===== config.mk =====
export PLATFORM = sky130hd
export DESIGN_NAME = snoop_bus_ctrl
export DESIGN_NICKNAME = d
export VERILOG_FILES = /design/src/rtl/snoop_bus_ctrl_pkg.sv /design/src/rtl/snoop_bus_ctrl_rr_arbiter.sv /design/src/rtl/snoop_bus_ctrl.sv
export SDC_FILE = /design/constraint.sdc
export NUM_CORES = 1
export LEC_CHECK = 0
export BUFFER_PORTS_ARGS = -buffer_cell sky130_fd_sc_hd__buf_4
export CORE_ASPECT_RATIO = 1.5
export CORE_UTILIZATION = 43
export DETAILED_ROUTE_END_ITERATION = 8
export PLACE_DENSITY = 0.77
export SLEW_MARGIN = 20
export SYNTH_ARGS = -nofsm -noshare
export SYNTH_HDL_FRONTEND = slang
export SYNTH_SLANG_ARGS = --single-unit

===== constraint.sdc =====
create_clock -name clk -period 1.4 [get_ports clk]
set_input_delay 0.07 -clock clk [delete_from_list [all_inputs] [get_ports clk]]
set_output_delay 0.07 -clock clk [all_outputs]
set_load 0.01 [all_outputs]

===== src/rtl/snoop_bus_ctrl_pkg.sv =====
// Shared types and constants for the snooping bus controller: bus operations,
// fill-source encodings, MSI block-state codes and the controller FSM states.
package common;

   typedef enum logic [1:0] {
      OP_RD  = 2'd0,
      OP_WR  = 2'd1,
      OP_INV = 2'd2
   } bus_op_t;

   localparam logic [1:0] SOURCE_DMEM       = 2'd0;
   localparam logic [1:0] SOURCE_OTHER_PROC = 2'd1;

   localparam logic [1:0] BLOCK_STATE_I = 2'b00;
   localparam logic [1:0] BLOCK_STATE_S = 2'b01;
   localparam logic [1:0] BLOCK_STATE_M = 2'b10;

   typedef enum logic [2:0] {
      ST_IDLE,
      ST_SNOOP,
      ST_XFER,
      ST_MEM_WAIT,
      ST_INV,
      ST_DONE
   } bus_state_t;

   // Encoding 11 is not a legal MSI state and counts as "no copy held".
   function automatic logic holds_copy(input logic [1:0] st);
      return (st == BLOCK_STATE_S) || (st == BLOCK_STATE_M);
   endfunction

endpackage


===== src/rtl/snoop_bus_ctrl_rr_arbiter.sv =====
// Round-robin picker: first requester found scanning upward from ptr_i, with wrap.
module rr_arbiter #(
   parameter int N = 2
) (
   input  logic [N-1:0]         req_i,
   input  logic [$clog2(N)-1:0] ptr_i,
   output logic [N-1:0]         gnt_o,
   output logic [$clog2(N)-1:0] idx_o,
   output logic                 valid_o
);

   localparam int IW = $clog2(N);

   logic [IW:0] cand;

   always_comb begin
      gnt_o   = '0;
      idx_o   = '0;
      valid_o = 1'b0;
      cand    = '0;
      for (int k = 0; k < N; k++) begin
         // ptr_i < N and k < N, so a single subtraction wraps the candidate.
         cand = {1'b0, ptr_i} + (IW+1)'(k);
         if (cand >= (IW+1)'(N)) cand = cand - (IW+1)'(N);
         if (!valid_o && req_i[cand[IW-1:0]]) begin
            valid_o              = 1'b1;
            idx_o                = cand[IW-1:0];
            gnt_o[cand[IW-1:0]]  = 1'b1;
         end
      end
   end

endmodule


===== src/rtl/snoop_bus_ctrl.sv =====
// Snooping bus controller: round-robin arbitration of CPU misses/upgrades, one
// snoop cycle, then cache-to-cache transfer, memory fill or invalidate.
module snoop_bus_ctrl
   import common::*;
#(
   parameter int NUM_CPU = 2,
   parameter int ADDR_W  = 13,
   parameter int MEM_LAT = 4
) (
   input  logic                        clk,
   input  logic                        rst_n,
   input  logic [NUM_CPU-1:0]          req_rd,
   input  logic [NUM_CPU-1:0]          req_wr,
   input  logic [NUM_CPU-1:0]          req_inv,
   input  logic [NUM_CPU*ADDR_W-1:0]   req_addr,
   input  logic [NUM_CPU-1:0]          snoop_hit,
   input  logic [2*NUM_CPU-1:0]        snoop_state,
   output logic [NUM_CPU-1:0]          grant,
   output logic                        snoop_valid,
   output logic [ADDR_W-1:0]           snoop_addr,
   output logic [1:0]                  bus_op,
   output logic [NUM_CPU-1:0]          inv,
   output logic [NUM_CPU-1:0]          wb_req,
   output logic [1:0]                  datasel,
   output logic [$clog2(NUM_CPU)-1:0]  src_id,
   output logic [NUM_CPU-1:0]          done,
   output logic                        busy
);

   localparam int IW = $clog2(NUM_CPU);
   localparam logic [NUM_CPU-1:0] ONE = NUM_CPU'(1);

   bus_state_t          state_q, state_d;
   bus_op_t             op_q, op_d;
   logic [IW-1:0]       rr_ptr_q, rr_ptr_d;
   logic [IW-1:0]       owner_q, owner_d;
   logic [IW-1:0]       src_q, src_d;
   logic                src_m_q, src_m_d;
   logic [ADDR_W-1:0]   addr_q, addr_d;
   logic [NUM_CPU-1:0]  hit_q, hit_d;
   logic [3:0]          cnt_q, cnt_d;

   logic [NUM_CPU-1:0]  pending, arb_gnt, hit_vec, m_vec;
   logic [IW-1:0]       arb_idx, first_hit, first_m;
   logic                arb_valid;

   assign pending = req_rd | req_wr | req_inv;

   rr_arbiter #(.N(NUM_CPU)) u_arb (
      .req_i   (pending),
      .ptr_i   (rr_ptr_q),
      .gnt_o   (arb_gnt),
      .idx_o   (arb_idx),
      .valid_o (arb_valid)
   );

   // The owner's own snoop response is masked out of both vectors.
   always_comb begin
      hit_vec   = '0;
      m_vec     = '0;
      first_hit = '0;
      first_m   = '0;
      for (int i = 0; i < NUM_CPU; i++) begin
         if (snoop_hit[i] && (IW'(i) != owner_q)) begin
            hit_vec[i] = holds_copy(snoop_state[2*i +: 2]);
            m_vec[i]   = (snoop_state[2*i +: 2] == BLOCK_STATE_M);
         end
      end
      for (int i = NUM_CPU-1; i >= 0; i--) begin
         if (hit_vec[i]) first_hit = IW'(i);
         if (m_vec[i])   first_m   = IW'(i);
      end
   end

   always_ff @(posedge clk or negedge rst_n) begin
      if (!rst_n) begin
         state_q  <= ST_IDLE;
         op_q     <= OP_RD;
         rr_ptr_q <= '0;
         owner_q  <= '0;
         src_q    <= '0;
         src_m_q  <= 1'b0;
         addr_q   <= '0;
         hit_q    <= '0;
         cnt_q    <= '0;
      end else begin
         state_q  <= state_d;
         op_q     <= op_d;
         rr_ptr_q <= rr_ptr_d;
         owner_q  <= owner_d;
         src_q    <= src_d;
         src_m_q  <= src_m_d;
         addr_q   <= addr_d;
         hit_q    <= hit_d;
         cnt_q    <= cnt_d;
      end
   end

   always_comb begin
      state_d  = state_q;
      op_d     = op_q;
      rr_ptr_d = rr_ptr_q;
      owner_d  = owner_q;
      src_d    = src_q;
      src_m_d  = src_m_q;
      addr_d   = addr_q;
      hit_d    = hit_q;
      cnt_d    = cnt_q;
      case (state_q)
         ST_IDLE: begin
            if (arb_valid) begin
               owner_d = arb_idx;
               addr_d  = req_addr[arb_idx*ADDR_W +: ADDR_W];
               if (req_rd[arb_idx])      op_d = OP_RD;
               else if (req_wr[arb_idx]) op_d = OP_WR;
               else                      op_d = OP_INV;
               state_d = ST_SNOOP;
            end
         end
         ST_SNOOP: begin
            hit_d   = hit_vec;
            cnt_d   = '0;
            src_d   = '0;
            src_m_d = 1'b0;
            case (op_q)
               OP_RD: begin
                  if (|hit_vec) begin
                     src_d   = first_hit;
                     src_m_d = m_vec[first_hit];
                     state_d = ST_XFER;
                  end else begin
                     state_d = ST_MEM_WAIT;
                  end
               end
               OP_WR: begin
                  if (|m_vec) begin
                     src_d   = first_m;
                     src_m_d = 1'b1;
                     state_d = ST_XFER;
                  end else begin
                     state_d = ST_MEM_WAIT;
                  end
               end
               default: state_d = ST_INV;
            endcase
         end
         ST_XFER: state_d = ST_DONE;
         ST_MEM_WAIT: begin
            if (cnt_q == 4'(MEM_LAT-1)) state_d = ST_DONE;
            else                        cnt_d   = cnt_q + 4'd1;
         end
         ST_INV: state_d = ST_DONE;
         ST_DONE: begin
            rr_ptr_d = (owner_q == IW'(NUM_CPU-1)) ? '0 : owner_q + 1'b1;
            cnt_d    = '0;
            state_d  = ST_IDLE;
         end
         default: state_d = ST_IDLE;
      endcase
   end

   // All outputs decode registered state only.
   always_comb begin
      grant       = '0;
      snoop_valid = 1'b0;
      inv         = '0;
      wb_req      = '0;
      datasel     = SOURCE_DMEM;
      src_id      = '0;
      done        = '0;
      busy        = (state_q != ST_IDLE);
      snoop_addr  = addr_q;
      bus_op      = op_q;
      if (state_q != ST_IDLE) grant = ONE << owner_q;
      case (state_q)
         ST_SNOOP: snoop_valid = 1'b1;
         ST_XFER: begin
            datasel = SOURCE_OTHER_PROC;
            src_id  = src_q;
            if (op_q == OP_WR)              inv    = hit_q;
            if (op_q == OP_RD && src_m_q)   wb_req = ONE << src_q;
         end
         ST_MEM_WAIT: begin
            if (op_q == OP_WR && cnt_q == 4'd0) inv = hit_q;
         end
         ST_INV:  inv  = hit_q;
         ST_DONE: done = ONE << owner_q;
         default: ;
      endcase
   end

endmodule


---- Word-level counts from Yosys, hierarchy flattened ----
Cells that the tools add are included.
operators by class
  add/sub/neg operators ................... 5
  $mul .................................... 1
  magnitude comparators ................... 6
  eq/ne operators ......................... 14
  shift-type cells ........................ 3
  mux-type cells .......................... 51
  bitwise gates (word level) .............. 3
  reduce and logical (&&, ||, !) cells .... 20
operator list
  cell                   count
  $mux W1                34
  $shiftx A26 B6 Y13     1
  $mux W2                8
  $pmux W3 S4            1
  $lt A1 B2 Y1 const B   4
  $pmux W4 S2            1
  $reduce_or A2 Y1       4
  $eq A2 B1 Y1 const B   3
  $eq A3 B2 Y1 const B   2
  $eq A3 B3 Y1 const B   2
  $mux W3                2
  $ne A2 B2 Y1 const B   3
  $pmux W2 S3            1
  $pmux W3 S2            1
  $reduce_and A2 Y1      3
  $logic_and A1 B1 Y1    5
  $mul A1 B4 Y5 const B  1
  $add A4 B1 Y4 const B  1
  $eq A2 B2 Y1 const B   2
  $eq A4 B2 Y1 const B   1
  $logic_not A4 Y1       1
  $mux W4                1
  $or A2 B2 Y2           2
  $pmux W1 S2            2
  14 further kinds       17
storage, ports and cells
  register bits after elaboration ......... 28
  input port bits ......................... 40
  output and inout port bits .............. 28
  logic and storage cells ................. 112

---- Logic depth before layout (Yosys ltp) ----
Gate-level depths: netlist (run 1).
  depth after elaboration ................. 12
  depth in mapped cells ................... 7

---- By module ----
From an unflattened synthesis (run 1), not the netlist that was laid out.
unflattened totals
  cell total of the unflattened synthesis .. 170
  area total of the unflattened synthesis .. 1635.3 um2
by module, submodules not included
  module          times used  cells each  area an instance (um2)  sequential area each (um2)
  snoop_bus_ctrl  1           165         1602.8                  700.7
  rr_arbiter      1           5           32.5                    0.0

---- Least setup slack after synthesis (run 1) ----
No wires, ideal clock.
  path type ............................... flip-flop to flip-flop
  start point ............................. register state_q[2]
  end point ............................... register op_q[0] (netlist: bus_op[0])
  arrival time ............................ 1.415 ns
  setup slack ............................. -0.136 ns
  stages on the path, launching flop included .. 7
  path buffers ............................ 2
  period minus slack after synthesis ...... 1.536 ns
  path through ............................ dfrtp_1 buf_2 nor3_2 inv_2 a21o_1 buf_2 a32o_1
between the ends
  longest elaborated chain between the ends .. 2
ends and longest elaborated chain
  element                      RTL line               source
  start, declared              snoop_bus_ctrl.sv:33   bus_state_t state_q, state_d;
  start signal, assigned       snoop_bus_ctrl.sv:87   state_q <= state_d;
  $logic_not A3 Y1             snoop_bus_ctrl.sv:109  case (state_q)
  $reduce_and A2 Y1 (no line)  -
  end signal, assigned         snoop_bus_ctrl.sv:88   op_q <= op_d;
  end, declared                snoop_bus_ctrl.sv:34   bus_op_t op_q, op_d;
Every way passes these cells.
A chain may end at the register's enable or synchronous reset.

---- Worst setup path after layout (run 1) ----
  start point ............................. register state_q[1]
  end point ............................... register op_q[0] (netlist: bus_op[0])
The elaborated chain is that of the path after synthesis.

==> run summary, run 1 <==
The clock passes through at most 2 buffers. The run gives 22.33% as the overall global routing resource usage. The number of enable flip-flop cells after synthesis was 0. The post-synthesis sequential element count came out at 28. Entering global routing, the biggest net connects 29 pins. The tools report the Yosys warning count as 0.

The logs give 23 for the violation count after the first detailed-route iteration and 0 for the final-report max-slew violation count. The number of iterations in the first detailed-routing pass is 4, and the vias after detailed routing is 1683. The logs give 219 for the post-synthesis net count and 317 for the final layout net count. The cell area reported after detailed placement is 2242 um2, and the initial cell density of the core is 45.87%. Once detailed placement completed, the half-perimeter wirelength came to 2.802 mm.

In the routed design, unresolved DRC markers number 0. For this run, the leading register cell type out of synthesis is sky130_fd_sc_hd__dfrtp_1. The type of the setup path with the least slack was flop to flop.

During placement, the flow inserted port buffers numbering 66. The initial antenna violation count was 0; the latest clock arrival within the worst-skew pair was 280 ps. For the standard cell core area, the log shows 3481 um2. Minimum period implied by the final worst setup slack: 1519 ps.

The clock root buffer master was sky130_fd_sc_hd__clkbuf_8. The flow ran to the end, but the final reports show violations. The total number of clock tree sinks is 28, and the level count of the clock H-tree is 1. The average detailed-routed wire length per instance works out to 14.56 um. The total power after layout was 5.545 mW. The logs give 64.87% for the remaining max-slew budget at the tightest pin and -119.4 ps for the final worst slack. After clock tree synthesis, the clock-pin slew on the worst setup and hold paths is 100 ps.

Summed over all cells, the static leakage comes to 1.338 nW. The run gives 0 as the count of inserted antenna diode cells. The slew at the pin with the worst max-slew slack works out to 520.1 ps. TritonCTS created 3 clock buffers. The proportion of layout cells with a drive suffix above 1 was 56.62%; the pre-CTS setup slack was -134.4 ps.

The startpoint class of the critical path is a flop. TritonCTS built the clock tree. The number of placement rows is 26.

The final weighted congestion in routability-driven placement is 0.8294. The die is 76.63 um tall. The tools report the end-of-flow core utilization as 78.15%. Setup repair after global routing could not meet its margin everywhere. Setup violations remaining at the end of the flow were counted as 31. Clock skew on the completed layout was measured at 14.90 ps. The vias per cell came out at 5.360.

For this block, the routed nets add up to 4.571 mm of wire. Worst hold path class: input pin to flop. The power density over the cells is 2038 nW/um2. The run gives -120 ps as the register-to-register setup slack. The number of top-level pins came out at 68. The worst setup path is captured at a flop. Along the worst path, the maximum fanout reaches 4. The cell count after placement came out at 291. For the number of max-capacitance violations reported, the log shows 0. The signed area change from the synthesized netlist to the final layout was 70.38%; the finished layout cell area was 2720 um2.

Yosys mapped the design onto 43 distinct sky130hd cell types. Sequential cells were found to cover 43.89% of the synthesized design area. The final reports fail on negative setup slack. The run gives 1656 as the via count of the first global-routing pass. In the post-synthesis netlist, the biggest area contributors are sky130_fd_sc_hd__dfrtp_1 44%, sky130_fd_sc_hd__mux2i_1 8.8%, sky130_fd_sc_hd__nand2_1 4.9%. The x dimension of the die works out to 51.75 um.

IR analysis of the VDD net gives a maximum drop of 1494 uV. The first global-routing pass estimated 6.796 mm of wire. The floorplan die area was 3965 um2; the data arrival time of the critical path was 1700 ps.

The finished layout holds 314 standard cells, fillers aside. In this run the biggest area consumer among cell types represents 43.89% of the synthesized area. For the worst setup path, the data required time is 1580 ps.

The run gives 1597 um2 as the area of the mapped netlist. The average instance in the mapped netlist occupies 9.123 um2. The final hold violation count came out at 0. Cell count after synthesis: 175. Once detail routing completed, the nets flagged for antenna violations numbered 0.

For this run, the top clock speed supported by timing is 0.6581 GHz. The total congestion overflow came out at 0. Dividing the final minimum period by the clock period gives 108.5%. The share of flip-flops with an asynchronous set or reset works out to 100.0%. Cell taking the most area after synthesis: sky130_fd_sc_hd__dfrtp_1.
## cell families after synthesis
| kind of cell | count (synthesis) | synth area share (%) |
|---|---|---|
| AO/OA/AOI/OAI | 41 | 16.30 |
| XOR/XNOR | 3 | 1.646 |
| adder cells (fa/ha/maj) | 4 | 3.135 |
| buffers and inverters | 21 | 6.270 |
| flip-flops | 28 | 43.89 |
| multiplexers | 14 | 8.777 |
| other | 1 | 0.2349 |
| AND/OR/NAND/NOR | 63 | 19.75 |
## per-stage QoR
| step | hold slack (ps) | TNS [ps] |
|---|---|---|
| after global placement | 6.726 | -43.06 |
| after floorplan | -225.6 | -176.5 |
| after global routing | 55.94 | -3884 |
| final | 49.43 | -1807 |
| after detailed placement | 3.929 | -139.9 |
| after CTS | 55.36 | -812.6 |
## final timing paths
check / start / end / depth (start not counted)
worst max-delay path: state_q[1]$_DFFE_PN0P_ / bus_op[0]$_DFFE_PN0P_ / 6
worst min-delay path: req_addr[13] / snoop_addr[0]$_DFFE_PN0P_ / 3
worst max register to register: state_q[1]$_DFFE_PN0P_ / bus_op[0]$_DFFE_PN0P_ / 6
worst min register to register: hit_q[0]$_DFFE_PN0P_ / hit_q[0]$_DFFE_PN0P_ / 2
max in group asynchronous: rst_n / state_q[2]$_DFFE_PN0P_ / 2
min in group asynchronous: rst_n / snoop_addr[0]$_DFFE_PN0P_ / 2
## worst max-delay path, cell delays in order, from the launching register on
cell and delay (ps):
sky130_fd_sc_hd__dfrtp_2 440, sky130_fd_sc_hd__buf_6 130, sky130_fd_sc_hd__nor3_4 200, sky130_fd_sc_hd__inv_2 70
sky130_fd_sc_hd__a21o_4 230, sky130_fd_sc_hd__buf_6 140, sky130_fd_sc_hd__a32o_1 200
## state kept, by name, summed over array words and instances, names as in the netlist
| signal | cells |
|---|---|
| hit_q | 2 |
| cnt_q | 4 |
| owner_q | 1 |
| rr_ptr_q | 1 |
| src_q | 1 |
| state_q | 3 |
| src_m_q | 1 |
| bus_op | 2 |
| snoop_addr | 13 |
## cell type report
type                       instances  area (um2)
clock buffer                       4       45.04
timing repair buffer             100       872.1
fill                             214       760.7
tap                               42       52.55
inverter                          14       55.05
sequential                        28       706.9
multi-input combinational        126       988.4
## cells in the mapped netlist (2+ instances only)
| master | count |
|---|---|
| sky130_fd_sc_hd__clkbuf_1 | 2 |
| sky130_fd_sc_hd__xnor2_1 | 3 |
| sky130_fd_sc_hd__o21ai_1 | 15 |
| sky130_fd_sc_hd__o21ai_2 | 2 |
| sky130_fd_sc_hd__dfrtp_1 | 28 |
| sky130_fd_sc_hd__o21bai_1 | 2 |
| sky130_fd_sc_hd__a21oi_1 | 5 |
| sky130_fd_sc_hd__a21o_1 | 2 |
| sky130_fd_sc_hd__inv_1 | 13 |
| sky130_fd_sc_hd__nand2_1 | 21 |
| sky130_fd_sc_hd__nand3b_1 | 2 |
| sky130_fd_sc_hd__mux2i_1 | 14 |
| sky130_fd_sc_hd__o21ai_0 | 5 |
| sky130_fd_sc_hd__nor2_1 | 19 |
| sky130_fd_sc_hd__buf_6 | 2 |
| sky130_fd_sc_hd__nor3b_1 | 2 |
| sky130_fd_sc_hd__nand3_1 | 5 |
| sky130_fd_sc_hd__o41ai_1 | 2 |
| sky130_fd_sc_hd__buf_2 | 2 |
| sky130_fd_sc_hd__ha_1 | 4 |
| sky130_fd_sc_hd__nor3_1 | 2 |
| sky130_fd_sc_hd__nor2b_1 | 2 |
## layout by cell type, fill, tap and decap left out, types with 4 or more instances in the layout
master / n
sky130_fd_sc_hd__dfrtp_1: 23
sky130_fd_sc_hd__buf_4: 80
sky130_fd_sc_hd__o21ai_2: 7
sky130_fd_sc_hd__inv_1: 9
sky130_fd_sc_hd__nand2_4: 7
sky130_fd_sc_hd__o21ai_0: 5
sky130_fd_sc_hd__o21ai_1: 10
sky130_fd_sc_hd__nand3_1: 4
sky130_fd_sc_hd__inv_2: 4
sky130_fd_sc_hd__a21oi_1: 5
sky130_fd_sc_hd__dfrtp_2: 5
sky130_fd_sc_hd__nand2_2: 9
sky130_fd_sc_hd__nand2_1: 5
sky130_fd_sc_hd__buf_6: 15
sky130_fd_sc_hd__nor2_1: 15
sky130_fd_sc_hd__mux2i_1: 14
## metal layers
layer	share of wire (%)	GRT usage, %	wire (um)	vias to the layer above
met1	38	24.52	1753	822
met4	1.7	9.459	78	0
met5	0	0	0	-
li1	-	-	-	795
met2	56	40.39	2541	58
met3	4.3	3.593	198	8
## where the power goes
part	switching, mW	internal [mW]
registers	0.343	1.16
clock network	0.249	0.204
logic	1.63	1.96
## what timing repair did
action	4_1_cts	5_1_grt
gates cloned	1	1
buffers inserted	13	4
hold buffers	1	0
endpoints found under the setup margin	13	33
resized for setup	33	38
endpoints found under the hold margin	28	0
pin swaps	8	18
Note: power is estimated with default switching activity, not from simulation.
==> inputs of run 2 (changes only) <==
==> constraint.sdc (replaced) <==
create_clock -name clk -period 1.4 [get_ports clk]
set_input_delay 0.28 -clock clk [delete_from_list [all_inputs] [get_ports clk]]
set_output_delay 0.28 -clock clk [all_outputs]
set_load 0.01 [all_outputs]
==> run 2 against run 1 <==
- the run still ends with negative setup slack left
- sequential share of layout area decreased by 1.0 points
- first-iteration DRC count increased by 78%
- die area unchanged
- largest power group unchanged
- core utilization increased by 2.8 points
- non-clock buffer count increased by 6
==> run summary, run 2 (synthesis results as in run 1) <==
The data arrival time of the critical path was 1520 ps (-180 ps); the count of input and output buffers was 66 (unchanged). Final-report max-slew violation count: 0 (unchanged). The initial cell density of the core is 45.87% (unchanged). STA classifies the critical path startpoint as a flop. The clock-pin slew on the worst setup and hold paths is 100 ps (about the same), and the minimum period implied by the final worst setup slack is 1796 ps (+276.2 ps).

The latest clock arrival within the worst-skew pair was 280 ps (about the same). The flow ran to the end, but the final reports show violations. The setup-violating endpoint count in the final report is 34 (+9.7%).

The total congestion overflow is 0 (unchanged). Setup repair after global routing could not meet its margin everywhere. The total power after layout was 5.818 mW (+4.9%); the proportion of total power due to net switching was 41.67% (+1.7 points).

The critical path is of the flop to primary output type. The number of buffer and inverter instances along the worst setup path is 2 (-1), and the pre-CTS setup slack is -347.9 ps (-213.6 ps). The data required time at the worst endpoint was 1120 ps (-460 ps). Vias after detailed routing: 1765 (+4.9%). The number of top-level pins is 68 (unchanged). The tools report the peak clock frequency supported by timing as 0.5569 GHz (-15%). The most frequent standard cell in the layout excluding fill and tap cells was sky130_fd_sc_hd__buf_4. The tools report the remaining number of nets flagged by the antenna check after routing as 0 (unchanged). The run gives 41 (+78%) as the violation count after the first detailed-route iteration. The slew at the pin with the worst max-slew slack is 566.4 ps (+46.36 ps).

The worst hold path class is input pin to flop. The total length of routed wires is 5.801 mm (+27%). The run gives 6.955 mm (+2.3%) as the global-route wire length before repair. The logs give 64.7% (about the same) for the combinational power share and 61.84% (-3.0 points) for the remaining max-slew budget at the tightest pin. The via count of the first global-routing pass was 1683 (+1.6%).

The largest fanout of any net on the critical path is 8 (+4), and the peak per-stage delay on the critical path is 410 ps (-30 ps). The floorplan die area was 3965 um2 (unchanged). The vias per cell was 5.516 (+2.9%). Worst reg2reg path depth: 4 (-2).

Compared with the post-synthesis result, the final layout area differs by 76.41%. The origin of the critical flop-to-flop path is owner_q$_DFFE_PN0P_. The deepest clock path buffer count was 2 (unchanged); the share of the clock period used by the worst path after layout was 128.3% (+20 points). The checks that failed: negative setup slack. STA classifies the critical path endpoint as a primary output.

The number of standard cells in the layout, taps in and fillers out was 320 (+1.9%); the final worst slack was -395.7 ps (-276.2 ps). The cell family contributing the most delay on the critical path was simple AND/OR/NAND/NOR gates. The critical path goes through buf_4 > nor2_1 > nand3_2 > nor2_1 > buf_4.

The total number of clock tree sinks was 28 (unchanged); the final weighted congestion in routability-driven placement was 0.7517 (-9.4%). The remaining design rule violation count came out at 0 (unchanged). The net switching power came out at 2.424 mW (+9.4%). The cell sitting at the root of the clock tree is a sky130_fd_sc_hd__clkbuf_8.

TritonCTS built the clock tree. The filler cell count was 185 (-14%); the end-of-flow core utilization was 80.91% (+2.8 points). The number of iterations in the first detailed-routing pass was 4 (unchanged); the number of flip-flops under the largest register name was 13 (unchanged). The leakage component of the power came out at 1.387 nW (+3.7%). Proportion of layout cells with a drive suffix above 1: 61.15% (+4.5 points). End point of the most critical hold path: snoop_addr[9]$_DFFE_PN0P_.

The maximum number of pins on one net before global-route repair is 29 (unchanged). For the number of placement rows, the log shows 26 (unchanged). The tools report the number of buffers created by CTS as 3 (unchanged). The worst clock skew is 2.364 ps (-12.54 ps). The logs give 3481 um2 (unchanged) for the standard cell core area and 26.3% (-0.8 points) for the sequential share of power. The logs give 306 (+5.2%) for the cell count after placement and -200 ps (-80 ps) for the register-to-register setup slack. The initial antenna violation count is 0 (unchanged), and the final layout net count is 323 (+1.9%).

The internal power summed over all cells was 3.394 mW (+2.0%); the count of inserted antenna diode cells was 0 (unchanged). The level count of the clock H-tree was 1 (unchanged). The cell at the slowest stage of the critical path is sky130_fd_sc_hd__dfrtp_1.

The die span in y was 76.63 um (unchanged); the number of max-capacitance violations reported was 0 (unchanged). The clock share of power is 9.0% (+0.8 points), and the x dimension of the die is 51.75 um (unchanged). In this run the most critical hold path is launched from req_addr[22]. The overall global routing resource usage was 22.70% (+0.37 points).

The placed wire-length estimate was 2.944 mm (+5.1%). The top cell types in the final layout, fill and taps aside, are 84 x sky130_fd_sc_hd__buf_4, 26 x sky130_fd_sc_hd__dfrtp_1, 17 x sky130_fd_sc_hd__buf_6. Number of stages on the worst hold path: 3 (unchanged). The power density over the cells works out to 2066 nW/um2 (+1.3%). The average detailed-routed wire length per instance works out to 18.13 um (+25%). The endpoint of the most critical register-to-register path was src_m_q$_DFFE_PN0P_. The final hold violation count came out at 0 (unchanged). For the worst voltage drop across the vdd grid, the log shows 1413 uV (-5.4%).
-- run 2: worst max path at each step --
stage	start	end	slack, ps	depth (start not counted)
floorplan	state_q[1]$_DFFE_PN0P_	src_q$_DFFE_PN0P_	-100	5
global placement	snoop_state[3]	src_m_q$_DFFE_PN0P_	-240	5
detailed placement	snoop_state[3]	src_m_q$_DFFE_PN0P_	-350	5
CTS	cnt_q[1]$_DFFE_PN0P_	inv[0]	-320	6
global route	bus_op[1]$_DFFE_PN0P_	wb_req[0]	-420	5
finish	bus_op[1]$_DFFE_PN0P_	wb_req[0]	-400	5
-- run 2: area by class of cell --
type	instances	area [um2]	share of cell area [%]
multi-input combinational	126	1028	36.52
timing repair buffer	106	922.1	32.74
sequential	28	703.2	24.97
clock buffer	4	55.05	1.955
inverter	14	55.05	1.955
tap	42	52.55	1.866
-- run 2: timing repair --
action                     4_1_cts  5_1_grt
hold buffers                     1        0
pin swaps                        7       22
cloned                           0        3
buffers inserted                 6        2
resized for setup               23       55
setup endpoints to repair       18       36
hold endpoints to repair        28        0
-- run 2: worst register-to-register path, delay by kind of cell, from the launching register on --
family                 cells  cell delay (ps)
AO/OA/AOI/OAI              2              770
buffers and inverters      1              160
flip-flops                 1              440
AND/OR/NAND/NOR            1              130
-- run 2: through the flow --
stage | TNS (ps) | area [um2] | hold WS (ps)
floorplan | -213.6 | 1610 | -15.59
global placement | -1652 | 2361 | 217.6
detailed placement | -1949 | 2361 | 216.9
CTS | -3211 | 2554 | 272.0
global route | -7566 | 2816 | 293.8
finish | -5585 | 2816 | 261.2
-- run 2: layer usage --
| layer | global-route usage (%) | part of all wire [%] | up-vias |
|---|---|---|---|
| met5 | 0 | 0 | - |
| met4 | 7.568 | 4.5 | 0 |
| met3 | 5.190 | 5.1 | 23 |
| met2 | 42.21 | 56 | 76 |
| met1 | 23.78 | 35 | 858 |
| li1 | - | - | 808 |
-- run 2: power groups by stage --
| stage | clock network [mW] | logic (mW) | registers (mW) |
|---|---|---|---|
| after floorplan | 0 | 1.28 | 1.50 |
| after global placement | 0 | 2.56 | 1.40 |
| after detailed placement | 0 | 2.61 | 1.41 |
| after CTS | 0.508 | 2.93 | 1.41 |
| after global routing | 0.533 | 3.99 | 1.57 |
| final | 0.521 | 3.77 | 1.53 |
